[config.mk]
export PLATFORM = sky130hd
export DESIGN_NAME = imem_fetch_unit_flat
export DESIGN_NICKNAME = d
export VERILOG_FILES = /design/src/rtl/imem_fetch_if.sv /design/src/rtl/imem_fetch_unit.sv /design/src/flat_wrapper.sv
export SDC_FILE = /design/constraint.sdc
export NUM_CORES = 1
export LEC_CHECK = 0
export BUFFER_PORTS_ARGS = -buffer_cell sky130_fd_sc_hd__buf_2
export CORE_UTILIZATION = 40
export DETAILED_ROUTE_END_ITERATION = 8
export SLEW_MARGIN = 20
export SYNTH_ARGS = -nofsm -noshare
export SYNTH_HDL_FRONTEND = slang
export SYNTH_SLANG_ARGS = --single-unit
[constraint.sdc]
create_clock -name clk -period 12.2 [get_ports clk]
set_input_delay 1.83 -clock clk [delete_from_list [all_inputs] [get_ports clk]]
set_output_delay 1.83 -clock clk [all_outputs]
set_load 0.1 [all_outputs]
[src/rtl/imem_fetch_if.sv]
// Fetch-unit bundle: instruction-memory port, redirect request and decode-side handshake.
// The master modport is the fetch unit; the slave modport is memory plus decode/execute.
interface imem_fetch_if;
  logic [15:0] imem_addr;
  logic        imem_en;
  logic        imem_wr;
  logic [15:0] imem_data;
  logic        redirect;
  logic [15:0] redirect_pc;
  logic        out_valid;
  logic        out_ready;
  logic [15:0] out_instr;
  logic [15:0] out_pc;
  logic        halted;

  modport master (
    output imem_addr, imem_en, imem_wr, out_valid, out_instr, out_pc, halted,
    input  imem_data, redirect, redirect_pc, out_ready
  );

  modport slave (
    input  imem_addr, imem_en, imem_wr, out_valid, out_instr, out_pc, halted,
    output imem_data, redirect, redirect_pc, out_ready
  );
endinterface

[src/rtl/imem_fetch_unit.sv]
// Instruction fetch unit: 16-bit PC, 2-entry {instr, pc} buffer, redirect flush.
// Optional HLT detection is enabled with the FETCH_HALT_DETECT_EN macro.
module imem_fetch_unit (
  input  logic         clk,
  input  logic         rst,
  imem_fetch_if.master bus
);
  typedef enum logic [1:0] {StBoot, StFetch, StHalted} state_e;

  state_e      state_q;
  logic [15:0] pc_q;
  logic [1:0]  count_q;
  logic        head_q;
  logic [15:0] fifo_instr_q [2];
  logic [15:0] fifo_pc_q    [2];

  logic pop;
  logic push;
  logic fetch_en;
  logic halt_hit;
  logic tail;
  logic unused_redirect_lsb;

  assign unused_redirect_lsb = bus.redirect_pc[0];

  always_comb begin
    pop      = (count_q != 2'd0) && bus.out_ready;
    // A full buffer can still fetch when the head leaves in the same cycle.
    fetch_en = (state_q == StFetch) && ((count_q != 2'd2) || pop);
    push     = fetch_en && !bus.redirect;
    tail     = head_q ^ count_q[0];
`ifdef FETCH_HALT_DETECT_EN
    halt_hit = push && (bus.imem_data[15:12] == 4'hF);
`else
    halt_hit = 1'b0;
`endif
  end

  assign bus.imem_addr = pc_q;
  assign bus.imem_en   = fetch_en;
  assign bus.imem_wr   = 1'b0;
  assign bus.out_valid = (count_q != 2'd0);
  assign bus.out_instr = fifo_instr_q[head_q];
  assign bus.out_pc    = fifo_pc_q[head_q];
  assign bus.halted    = (state_q == StHalted);

  always_ff @(posedge clk) begin
    if (rst) begin
      state_q <= StBoot;
      pc_q    <= 16'h0000;
      count_q <= 2'd0;
      head_q  <= 1'b0;
    end else if (bus.redirect) begin
      state_q <= StFetch;
      pc_q    <= {bus.redirect_pc[15:1], 1'b0};
      count_q <= 2'd0;
      head_q  <= 1'b0;
    end else begin
      if (push) begin
        fifo_instr_q[tail] <= bus.imem_data;
        fifo_pc_q[tail]    <= pc_q;
        pc_q               <= pc_q + 16'd2;
      end
      if (pop) begin
        head_q <= ~head_q;
      end
      count_q <= count_q + {1'b0, push} - {1'b0, pop};
      unique case (state_q)
        StBoot:   state_q <= StFetch;
        StFetch:  if (halt_hit) state_q <= StHalted;
        StHalted: state_q <= StHalted;
        default:  state_q <= StBoot;
      endcase
    end
  end
endmodule

[src/flat_wrapper.sv]
// flat-port wrapper written by rule: the top's interface ports become plain ports
module imem_fetch_unit_flat 
  (clk, rst, bus_imem_addr, bus_imem_en, bus_imem_wr, bus_out_valid, bus_out_instr, bus_out_pc, bus_halted, bus_imem_data, bus_redirect, bus_redirect_pc, bus_out_ready);
  imem_fetch_if bus_i ();
  input  logic clk;
  input  logic rst;
  output wire logic [$bits(bus_i.imem_addr)-1:0] bus_imem_addr;
  output wire logic [$bits(bus_i.imem_en)-1:0] bus_imem_en;
  output wire logic [$bits(bus_i.imem_wr)-1:0] bus_imem_wr;
  output wire logic [$bits(bus_i.out_valid)-1:0] bus_out_valid;
  output wire logic [$bits(bus_i.out_instr)-1:0] bus_out_instr;
  output wire logic [$bits(bus_i.out_pc)-1:0] bus_out_pc;
  output wire logic [$bits(bus_i.halted)-1:0] bus_halted;
  input wire logic [$bits(bus_i.imem_data)-1:0] bus_imem_data;
  input wire logic [$bits(bus_i.redirect)-1:0] bus_redirect;
  input wire logic [$bits(bus_i.redirect_pc)-1:0] bus_redirect_pc;
  input wire logic [$bits(bus_i.out_ready)-1:0] bus_out_ready;
  assign bus_imem_addr = bus_i.imem_addr;
  assign bus_imem_en = bus_i.imem_en;
  assign bus_imem_wr = bus_i.imem_wr;
  assign bus_out_valid = bus_i.out_valid;
  assign bus_out_instr = bus_i.out_instr;
  assign bus_out_pc = bus_i.out_pc;
  assign bus_halted = bus_i.halted;
  assign bus_i.imem_data = bus_imem_data;
  assign bus_i.redirect = bus_redirect;
  assign bus_i.redirect_pc = bus_redirect_pc;
  assign bus_i.out_ready = bus_out_ready;
  imem_fetch_unit u_core (.clk(clk), .rst(rst), .bus(bus_i));
endmodule
==> Word-level counts from Yosys, hierarchy flattened <==
Memory sizes are Yosys's and may differ from the RTL's. A register that Yosys moved wholly into a read port is not among the register bits.
Cells that the tools add are included.
{ "classes": {"muxes": 12, "reduce_logical": 9, "bitwise": 2, "eq_ne": 4, "addsub": 3} }
{ "op_table": {"columns": ["operator", "n"], "rows": [
  ["$mux 16", 2],
  ["$add 16x2->16 const B", 1],
  ["$mux 1", 9],
  ["$pmux 2 s3", 1],
  ["$ne 2x2->1 const B", 2],
  ["$reduce_bool 2->1", 2],
  ["$logic_and 1x1->1", 3],
  ["$add 2x1->2", 1],
  ["$eq 2x1->1 const B", 1],
  ["$eq 2x2->1 const B", 1],
  ["$logic_not 2->1", 1],
  ["$reduce_or 2->1", 1],
  ["$sub 2x1->2", 1],
  ["$logic_not 1->1", 1],
  ["$logic_or 1x1->1", 1],
  ["$not 1->1", 1],
  ["$xor 1x1->1", 1]
]} }
{ "word_totals": {"n_memories": 2, "ram_bits": 64, "ff_bits": 21} }
{ "memory_table": {"columns": ["name", "words", "word_bits", "rd", "rd_clocked_by_memory_dff", "wr", "line", "source"], "rows": [
  ["u_core.fifo_instr_q", 2, 16, 1, 1, 1, "imem_fetch_unit.sv:14", "logic [15:0] fifo_instr_q [2];"],
  ["u_core.fifo_pc_q", 2, 16, 1, 1, 1, "imem_fetch_unit.sv:15", "logic [15:0] fifo_pc_q [2];"]
]} }

==> Depth between registers and ports, before layout <==
Gate-level depths: netlist (run 1).
{ "depth": {"word_depth": 9, "depth_mapped": 8, "mapped_depth_nobuf": 8} }

==> Worst setup path before layout (run 1) <==
No wires, ideal clock.
{ "synth_timing": {"path_type": "input -> register", "startpoint": "input bus_out_ready", "endpoint": "memory u_core.fifo_instr_q[0][0] (enable)", "path_stages": 4, "setup_slack_ps": 6176, "path_buffers": 1, "required_time_ps": 11692, "arrival_time_ps": 5516, "setup_time_ps": 508, "cell_sequence": "or3b_1 -> clkbuf_1 -> nand2_2 -> nor4b_1"} }
{ "synth_between": {"elab_chain_len": 8} }
{ "synth_rtl": {"columns": ["item", "line", "source"], "rows": [
  ["from (decl)", "flat_wrapper.sv:17", "input wire logic [$bits(bus_i.out_ready)-1:0] bus_out_ready;"],
  ["$logic_and 1x1->1", "imem_fetch_unit.sv:27", "pop = (count_q != 2'd0) && bus.out_ready;"],
  ["$logic_or 1x1->1", "imem_fetch_unit.sv:29", "fetch_en = (state_q == StFetch) && ((count_q != 2'd2) || pop);"],
  ["$logic_and 1x1->1", "imem_fetch_unit.sv:29", null],
  ["$logic_and 1x1->1", "imem_fetch_unit.sv:30", "push = fetch_en && !bus.redirect;"],
  ["$mux 1", "imem_fetch_unit.sv:59", "if (push) begin"],
  ["$mux 1", "imem_fetch_unit.sv:53", "end else if (bus.redirect) begin"],
  ["$mux 1", "imem_fetch_unit.sv:48", "if (rst) begin"],
  ["$mux 1 (not written as such)", "imem_fetch_unit.sv:60", "fifo_instr_q[tail] <= bus.imem_data;"],
  ["to (decl)", "imem_fetch_unit.sv:14", null]
]} }
Every way passes these cells.

==> Final worst setup path (run 1) <==
{ "layout_timing": {"startpoint": "input bus_out_ready", "endpoint": "output bus_imem_en"} }
{ "layout_between": {"elab_chain_len": 3} }
{ "layout_rtl": {"columns": ["item", "line", "source"], "rows": [
  ["$logic_and 1x1->1", "imem_fetch_unit.sv:27", null],
  ["$logic_or 1x1->1", "imem_fetch_unit.sv:29", null],
  ["$logic_and 1x1->1", "imem_fetch_unit.sv:29", null],
  ["to (decl)", "flat_wrapper.sv:8", "output wire logic [$bits(bus_i.imem_en)-1:0] bus_imem_en;"]
]} }
Every way passes these cells.

==> flow_summary.yaml, run 1 <==
status:
  status: "finished, final reports clean"
clock_tree:
  cts_resized: 0
  h-tree-depth: 3
  cts_setup_buffers: 0
  clk-insertion-delay-late_ns: 0.35
  cts-root-buf: "clkbuf_8"
  cts_buffers: 9
  cts_max_path_buffers: 2
  path_clk_slew_ns: 0.09
  cts_tree: "built"
  cts.sinks: 83
  cts_hold_buf: 0
floorplan:
  die_x_um: 94.02
  core_um2: 8217
  dieArea_um2: 8840
  start_util_pct: 41.22
  fp.dieH_um: 94.02
  pin_count: 88
  core.rowCount: 33
drt:
  route.detailed.drc: 0
  via_per_inst: 5.023
  routed_wl_um: 6642
  vias: 2180
  ant_nets: 0
  first_iter_violations: 86
  first_pass_iters: 4
  post_drt_wl_per_cell_um: 15.30
critical_path:
  worstSetupStartpointType: "primary input"
  crit_type: "in2out"
  cp_slowest_stage_delay_ns: 0.45
  crit_top_cell: "buf_2"
  critPathMaxFanout: 9
  r2r-end: "u_core.bus.imem_addr[14]"
  reg2reg_from: "u_core.bus.imem_addr[4]"
  r2r.worst_path.cells: 4
  slowest_stage: "or3b_1"
  cp.required_ns: 10.37
  end_kind: "output pin"
  rrSetupSlack_ns: 10.16
  crit_chain: "buf_2 -> or3b_1 -> nand2_2 -> inv_1 -> buf_2"
  worstPathArrival_ns: 3.07
place:
  gp_congestion: 0.7348
  hpwl_um: 4482
  port_buffers: 83
yosys:
  synth_seq_cells: 83
  synth.cell_area_um2: 3387
  syn_avg_cell_area_um2: 14.29
  synth_warnings: 0
  yosysSeqAreaShare_pct: 67.38
  synthTopCellsByArea: "edfxtp_1 55%, dfxtp_1 12%, mux2_2 10%"
  netlist_instances: 237
  synth_top_cell_area_share_pct: 54.97
  yosysUniqueCellTypes: 39
  yosys.area.top_type: "edfxtp_1"
min_path:
  min-delay-start: "u_core.state_q[1]"
  hold_depth: 1
  min_path_type: "reg2reg"
  min_to: "u_core.state_q[0]"
sta:
  relSlewSlack_pct: 39.51
  maxSlewViolCount: 0
  finalHoldViolCount: 0
  min_period_ns: 4.902
  max_freq_ghz: 0.2040
  worstMarginPinSlew_ns: 0.9064
  finalCritPeriodShare_pct: 40.18
  finalClockSkew_ns: 0.01095
  rsz0062_at_grt: "false"
  tns_ns: 0
  setup_violations: 0
power_and_ir_drop:
  combPwrFrac_pct: 15.8
  power.switching_uw: 196.1
  p_total_uw: 647.2
  power_leakage_uw: 0.001559
  p_sw_share_pct: 30.30
  sequentialPowerShare_pct: 49.6
  power_density_nw_per_um2: 155.8
  p_int_uw: 451.1
  clock_power_share_pct: 34.7
  vdd_ir_drop_max_uv: 72.84
finish:
  area_growth_pct: 22.64
  n_antenna_cell: 0
  post_route_cells_drive_above_1_share_pct: 43.77
  layout_common_cells: "83 x buf_2, 62 x edfxtp_1, 31 x mux2_2"
  seq_area_um2: 2282
  layout_commonest_cell: "buf_2"
  fillers: 753
  multi_input_area_um2: 1026
  nets: 363
global_routing:
  antenna_found_initial: 0
  first_global_vias: 2106
  grt_overflow: 0
  grt_max_degree: 30
  grt_pass1_wl_um: 10460
  grt_usage_pct: 16.07
run:
  drv_cap: 0
-- state kept, by name, indices dropped and copies added (netlist names), named ones only --
register and count:
u_core.head_q 1, u_core.bus.imem_addr 15, u_core.fifo_instr_q 32, u_core.fifo_pc_q 30
u_core.count_q 2, u_core.state_q 2
-- critical path: cells and delay by family --
family / cells / cell delay, ns
AND/OR/NAND/NOR: 2 / 0.68
buffers and inverters: 3 / 0.57
-- kinds of logic after synthesis --
group | synth area share, %
adders and majority gates | 1.108
xor gates and xnor gates | 2.327
buffers and inverters | 2.918
muxes | 10.31
other | 0.1107
AOI/OAI and AO/OA | 5.504
DFF | 67.38
and+or+nand+nor | 10.34
-- cells in the mapped netlist --
library cell and n:
or3b_1 1, xor2_1 3, nand2_1 5, nand2_2 1
or3_2 1, o31a_2 1, o31ai_1 3, dfxtp_1 21
ha_1 3, nor4_1 5, clkbuf_1 7, and2_1 2
nor2_1 17, a21oi_1 1, edfxtp_1 62, buf_2 1
or4_1 3, inv_1 9, nor2b_1 2, nand4_2 1
o21ai_0 3, a211oi_1 5, xnor2_1 6, or2_2 2
nand2b_1 1, or3_1 3, a2111oi_0 1, nand3_1 6
a311oi_1 9, nor3b_1 3, mux2_2 31, buf_4 3
nor3_1 4, nand4_1 4, a31o_2 1, conb_1 1
nor4b_1 1, buf_1 3, nor4bb_1 1
-- per-layer routing --
metal	track usage, %	routed length (µm)	part of all wire [%]	vias to the layer above
met1	19.76	3040	46	1032
met5	0	0	0	-
met2	26.40	3150	47	67
li1	-	-	-	1072
met3	3.964	359	5.4	9
met4	7.692	92	1.4	0
-- final cells by class --
cell class,count,share of cell area (%)
clock buffer,9,2.982
clock inverter,7,2.500
inverter,9,0.8133
multi-input combinational,133,24.70
sequential,83,54.94
tap,105,3.163
timing repair buffer,88,10.90
-- how the worst max path moves through the flow --
stage	from	slack [ns]	cells past startpoint	to
2_1_floorplan	bus_out_ready	6.18	4	u_core.fifo_instr_q[0][0]
3_3_place_gp	bus_out_ready	7.33	5	bus_imem_en
3_5_place_dp	bus_out_ready	7.31	5	bus_imem_en
4_1_cts	bus_out_ready	7.31	5	bus_imem_en
5_1_grt	bus_out_ready	7.27	5	bus_imem_en
6_report	bus_out_ready	7.30	5	bus_imem_en
-- power by group through the flow --
stage          Sequential [µW]  Clock, µW  Combinational (µW)
2_1_floorplan              351          0                59.0
3_3_place_gp               327          0                 102
3_5_place_dp               328          0                 103
4_1_cts                    321        230                 103
5_1_grt                    322        244                 107
6_report                   321        224                 102
-- through the flow --
step	cell area (µm²)	setup WS, ns	hold slack [ns]	instances	util, %
detailed placement	3926	7.312	0.4581	418	47.78
global route	4154	7.270	0.5162	434	50.56
floorplan	3395	6.176	0.4371	239	-
CTS	4154	7.309	0.4746	434	50.56
global placement	3926	7.327	0.4465	418	47.78
finish	4154	7.298	0.4755	434	50.56
No activity file was read; power rests on OpenSTA's default activity.
==> run 2, diff against run 1 <==
--- a/config.mk
+++ b/config.mk
@@ -8,6 +8,7 @@
 export BUFFER_PORTS_ARGS = -buffer_cell sky130_fd_sc_hd__buf_2
 export CORE_UTILIZATION = 40
 export DETAILED_ROUTE_END_ITERATION = 8
+export PLACE_DENSITY = 0.66
 export SLEW_MARGIN = 20
 export SYNTH_ARGS = -nofsm -noshare
 export SYNTH_HDL_FRONTEND = slang
==> constraint.sdc (replaced) <==
create_clock -name clk -period 4.35 [get_ports clk]
set_input_delay 0.6525 -clock clk [delete_from_list [all_inputs] [get_ports clk]]
set_output_delay 0.6525 -clock clk [all_outputs]
set_load 0.1 [all_outputs]
==> flow_summary.yaml, run 2 (synthesis results as in run 1) <==
status:
  status: "finished, final reports clean"
finish:
  fillers: 751
  layout_common_cells: "83 x buf_2, 62 x edfxtp_1, 31 x mux2_2"
  largest_reg_flops: 32
  regMostFlops: "u_core.fifo_instr_q"
  area_growth_pct: 22.94
  n_antenna_cell: 0
  post_route_cells_drive_above_1_share_pct: 42.81
  fin_cells: 432
  layout_commonest_cell: "buf_2"
  nets: 361
drt:
  vias: 2152
  route.detailed.drc: 0
  via_per_inst: 4.981
  first_iter_violations: 69
  post_drt_wl_per_cell_um: 14.96
  ant_nets: 0
  first_pass_iters: 4
  routed_wl_um: 6463
floorplan:
  core.rowCount: 33
  fp.dieH_um: 94.02
  start_util_pct: 41.22
  core_um2: 8217
  dieArea_um2: 8840
  die_x_um: 94.02
  pin_count: 88
sta:
  max_freq_ghz: 0.3888
  tns_ns: 0
  finalCritPeriodShare_pct: 59.13
  relSlewSlack_pct: 46.25
  worstMarginPinSlew_ns: 0.8054
  rsz0062_at_grt: "false"
  finalClockSkew_ns: 0.01222
  setup_violations: 0
  holdWs_ns: 0.4760
  layout_setup_ws_ns: 1.778
  finalHoldViolCount: 0
  min_period_ns: 2.572
  maxSlewViolCount: 0
power_and_ir_drop:
  sequentialPowerShare_pct: 49.0
  vdd_ir_drop_max_uv: 260.8
  power_density_nw_per_um2: 440.3
  power.switching_uw: 519.5
  clock_power_share_pct: 35.3
  combPwrFrac_pct: 15.7
  p_int_uw: 1314
  p_sw_share_pct: 28.34
  power_leakage_uw: 0.001559
place:
  port_buffers: 83
  dp_slack_ns: 1.771
  hpwl_um: 4177
  dp_cells: 416
  gp_congestion: 0.8364
critical_path:
  worstSetupStartpointType: "flip-flop"
  worstPathArrival_ns: 1.92
  cp_num_buf_inv: 2
  crit_chain: "nor2b_1 -> nand2_2 -> inv_1 -> buf_2"
  critPathMaxFanout: 9
  cp_slowest_stage_delay_ns: 0.45
  end_kind: "output pin"
  crit_type: "reg2out"
  slowest_stage: "buf_2"
  cp_top_family: "buffers and inverters"
  cp.required_ns: 3.70
global_routing:
  grt_pass1_wl_um: 10160
  first_global_vias: 2082
  grt_overflow: 0
  grt_max_degree: 32
  grt_usage_pct: 15.53
  antenna_found_initial: 0
clock_tree:
  clk-insertion-delay-late_ns: 0.34
  h-tree-depth: 3
  cts_max_path_buffers: 2
  cts_hold_buf: 0
  cts.sinks: 83
  path_clk_slew_ns: 0.08
  cts_tree: "built"
  cts_buffers: 9
  cts_setup_buffers: 0
  cts-root-buf: "clkbuf_8"
  cts_resized: 0
min_path:
  min_path_type: "reg2reg"
run:
  drv_cap: 0
==> run 2: cell count changes in the layout (fill, tap and decap cells not counted) <==
| cell | before | now |
|---|---|---|
| buf_4 | 5 | 3 |
| bufinv_16 | 2 | 3 |
| clkbuf_1 | 0 | 2 |
| clkinv_2 | 0 | 1 |
| clkinv_4 | 0 | 1 |
| inv_6 | 5 | 0 |
| nor4_2 | 1 | 0 |
| nor4_4 | 0 | 1 |
| nor4b_2 | 1 | 0 |
| nor4b_4 | 0 | 1 |
==> run 2: through the flow <==
| stage | instance area [µm²] | util [%] | total power [µW] |
|---|---|---|---|
| 4_1_cts | 4164 | 50.68 | 1857 |
| 6_report | 4164 | 50.68 | 1833 |
| 3_3_place_gp | 3929 | 47.81 | 1204 |
| 2_1_floorplan | 3407 | - | 1150 |
| 3_5_place_dp | 3929 | 47.81 | 1207 |
| 5_1_grt | 4164 | 50.68 | 1902 |
==> run 2: metal layers <==
| metal | track usage (%) | up-vias | share of wire, % |
|---|---|---|---|
| met4 | 7.179 | 0 | 0.70 |
| met1 | 19.18 | 1015 | 46 |
| met5 | 0 | - | 0 |
| met2 | 25.91 | 69 | 48 |
| li1 | - | 1065 | - |
| met3 | 3.317 | 3 | 5.2 |
==> run 2: final cells by class <==
class / instances / area (µm²) / share of cell area [%]
sequential: 83 / 2282 / 54.81
multi-input combinational: 133 / 1044 / 25.06
timing repair buffer: 86 / 437.9 / 10.52
clock buffer: 11 / 131.4 / 3.155
tap: 105 / 131.4 / 3.155
clock inverter: 5 / 103.9 / 2.494
inverter: 9 / 33.78 / 0.8113
==> run 2: power by group through the flow <==
stage               sequential, µW  combinational, µW  clock, µW
detailed placement             918                289          0
finish                         899                287        647
floorplan                      984                166          0
CTS                            900                290        667
global placement               917                287          0
global route                   903                302        697
==> run 2: final timing paths <==
kind                           start                        to  slack (ns)  cells past startpoint
min                u_core.state_q[1]         u_core.state_q[0]        0.48                      1
max reg2reg  u_core.bus.imem_addr[3]  u_core.bus.imem_addr[13]        2.29                      4
min reg2reg        u_core.state_q[1]         u_core.state_q[0]        0.48                      1
max                u_core.state_q[0]               bus_imem_en        1.78                      4
==> run 3, diff against run 2 <==
--- a/config.mk
+++ b/config.mk
@@ -5,10 +5,10 @@
 export SDC_FILE = /design/constraint.sdc
 export NUM_CORES = 1
 export LEC_CHECK = 0
+export ABC_AREA = 1
 export BUFFER_PORTS_ARGS = -buffer_cell sky130_fd_sc_hd__buf_2
 export CORE_UTILIZATION = 40
 export DETAILED_ROUTE_END_ITERATION = 8
-export PLACE_DENSITY = 0.66
 export SLEW_MARGIN = 20
 export SYNTH_ARGS = -nofsm -noshare
 export SYNTH_HDL_FRONTEND = slang
==> constraint.sdc (replaced) <==
create_clock -name clk -period 2.1 [get_ports clk]
set_input_delay 0.315 -clock clk [delete_from_list [all_inputs] [get_ports clk]]
set_output_delay 0.315 -clock clk [all_outputs]
set_load 0.1 [all_outputs]
==> flow_summary.yaml, run 3 <==
drt:
  first_iter_violations: 89
  ant_nets: 0
  via_per_inst: 4.814
  post_drt_wl_per_cell_um: 13.25
  routed_wl_um: 6839
  route.detailed.drc: 0
  first_pass_iters: 4
  vias: 2484
run:
  drv_cap: 0
sta:
  min_period_ns: 1.829
  tns_ns: 0
  rsz0062_at_grt: "false"
  holdWs_ns: 0.1505
  maxSlewViolCount: 0
  max_freq_ghz: 0.5466
  finalHoldViolCount: 0
  finalClockSkew_ns: 0.005612
  relSlewSlack_pct: 66.12
  setup_violations: 0
  worstMarginPinSlew_ns: 0.5116
  finalCritPeriodShare_pct: 87.11
global_routing:
  antenna_found_initial: 0
  grt.busiest_layer: "met2"
  grt_usage_pct: 14.99
  gr-usage-met3_pct: 4.029
  met2_usage_pct: 24.91
  grt_max_degree: 32
  first_global_vias: 2416
  grt_pass1_wl_um: 11140
  grt_overflow: 0
  grt_use_met1_pct: 18.45
yosys:
  yosys.area.top_type: "edfxtp_1"
  muxShareOfSynthArea_pct: 9.591
  synthTopCellsByArea: "edfxtp_1 51%, dfxtp_1 12%, mux2_2 9.6%"
  yosys.area_share.adder_pct: 1.031
  syn_avg_cell_area_um2: 11.63
  synthTopCellsByCount: "62 x edfxtp_1, 61 x nand2_1, 31 x mux2_2"
  synthSimpleGateAreaFrac_pct: 16.64
  synth_warnings: 0
  yosysUniqueCellTypes: 29
  dominantRegCellSynth: "edfxtp_1"
  synth_xor_area_share_pct: 0.9625
  synth_seq_cells: 83
  async_flop_share_pct: 0
  synth_edf_count: 62
  netlist_instances: 313
  synth.cell_area_um2: 3640
  yosysSeqAreaShare_pct: 62.70
  synth_top_cell_area_share_pct: 51.15
  yosysMostFrequentCell: "edfxtp_1"
  synth-compound-area-share_pct: 3.644
  synth_top_family_by_area: "simple AND/OR/NAND/NOR gates"
clock_tree:
  cts_resized: 0
  cts_max_path_buffers: 2
  cts_setup_buffers: 0
  cts_buffers: 9
  cts-root-buf: "clkbuf_8"
  clk-insertion-delay-late_ns: 0.34
  cts_tree: "built"
  cts.sinks: 83
  cts_hold_buf: 0
  path_clk_slew_ns: 0.08
  h-tree-depth: 3
floorplan:
  fp.dieH_um: 97.39
  pin_count: 88
  start_util_pct: 41.53
  core_um2: 8763
  dieArea_um2: 9485
  core.rowCount: 34
  die_x_um: 97.39
finish:
  regMostFlops: "u_core.fifo_instr_q"
  final_cell_area_um2: 4880
  nets: 442
  area_growth_pct: 34.07
  post_route_cells_drive_above_1_share_pct: 39.46
  n_antenna_cell: 0
  layout_commonest_cell: "edfxtp_1"
  layout_common_cells: "62 x edfxtp_1, 61 x nand2_1, 52 x buf_2"
  fin_cells: 516
  largest_reg_flops: 32
place:
  dpl_cell_area_um2: 4676
  hpwl_um: 4697
  dp_cells: 500
  port_buffers: 83
  gp_congestion: 0.7909
status:
  status: "finished, final reports clean"
power_and_ir_drop:
  power_leakage_uw: 0.001949
  vdd_ir_drop_max_uv: 595.6
  power_density_nw_per_um2: 760.4
  p_total_uw: 3711
critical_path:
  cp.required_ns: 1.78
  worstSetupStartpointType: "flip-flop"
  critPathMaxFanout: 31
  worstPathArrival_ns: 1.51
  end_kind: "output pin"
  crit_type: "reg2out"
min_path:
  min_path_type: "in2reg"
==> run 3: layout make-up <==
cell class / count / area [µm²]
Timing Repair Buffer: 87 / 948.4
Fill cell: 768 / 3884
Clock buffer: 11 / 141.4
Sequential cell: 83 / 2282
Inverter: 33 / 123.9
Tap cell: 108 / 135.1
Multi-Input combinational cell: 189 / 1186
Clock inverter: 5 / 62.56
==> run 3: metal layers <==
layer	up-vias	part of all wire, %
met3	10	4.1
met4	0	1.7
met2	67	48
li1	1240	-
met1	1167	46
met5	-	0
==> run 3: kinds of logic after synthesis <==
kind of cell    count (synthesis)
simple gates                  123
flops                          83
compound gates                 25
xor+xnor                        4
buf+inv                        43
fa+ha+maj                       3
mux                            31
other cells                     1
==> run 3: critical path: stages, from the launching register on <==
cell	delay (ns)
dfxtp_1	0.36
buf_12	0.20
mux2_2	0.39
buf_12	0.17
==> run 3: per-stage QoR <==
stage | setup slack, ns | utilization, %
CTS | 0.2437 | 55.68
detailed placement | 0.3051 | 53.36
global route | 0.1940 | 55.68
finish | 0.2706 | 55.68
global placement | 0.3032 | 53.36
floorplan | -0.04332 | -
==> run 3: power breakdown <==
part	total (µW)	switching, µW	internal (µW)
logic	704	506	197
clock network	1150	563	588
registers	1860	43.4	1810
total	3710	1110	2600
==> run 3: path summary, 6_finish.rpt <==
check | start | slack [ns] | endpoint | cells past startpoint
worst max register to register | u_core.count_q[1] | 0.32 | u_core.count_q[1] | 8
worst min-delay path | bus_imem_data[1] | 0.15 | u_core.fifo_instr_q[1][1] | 1
worst max-delay path | flip-flop | 0.27 | bus_out_pc[15] | 3
worst min register to register | u_core.state_q[0] | 0.46 | u_core.state_q[1] | 1
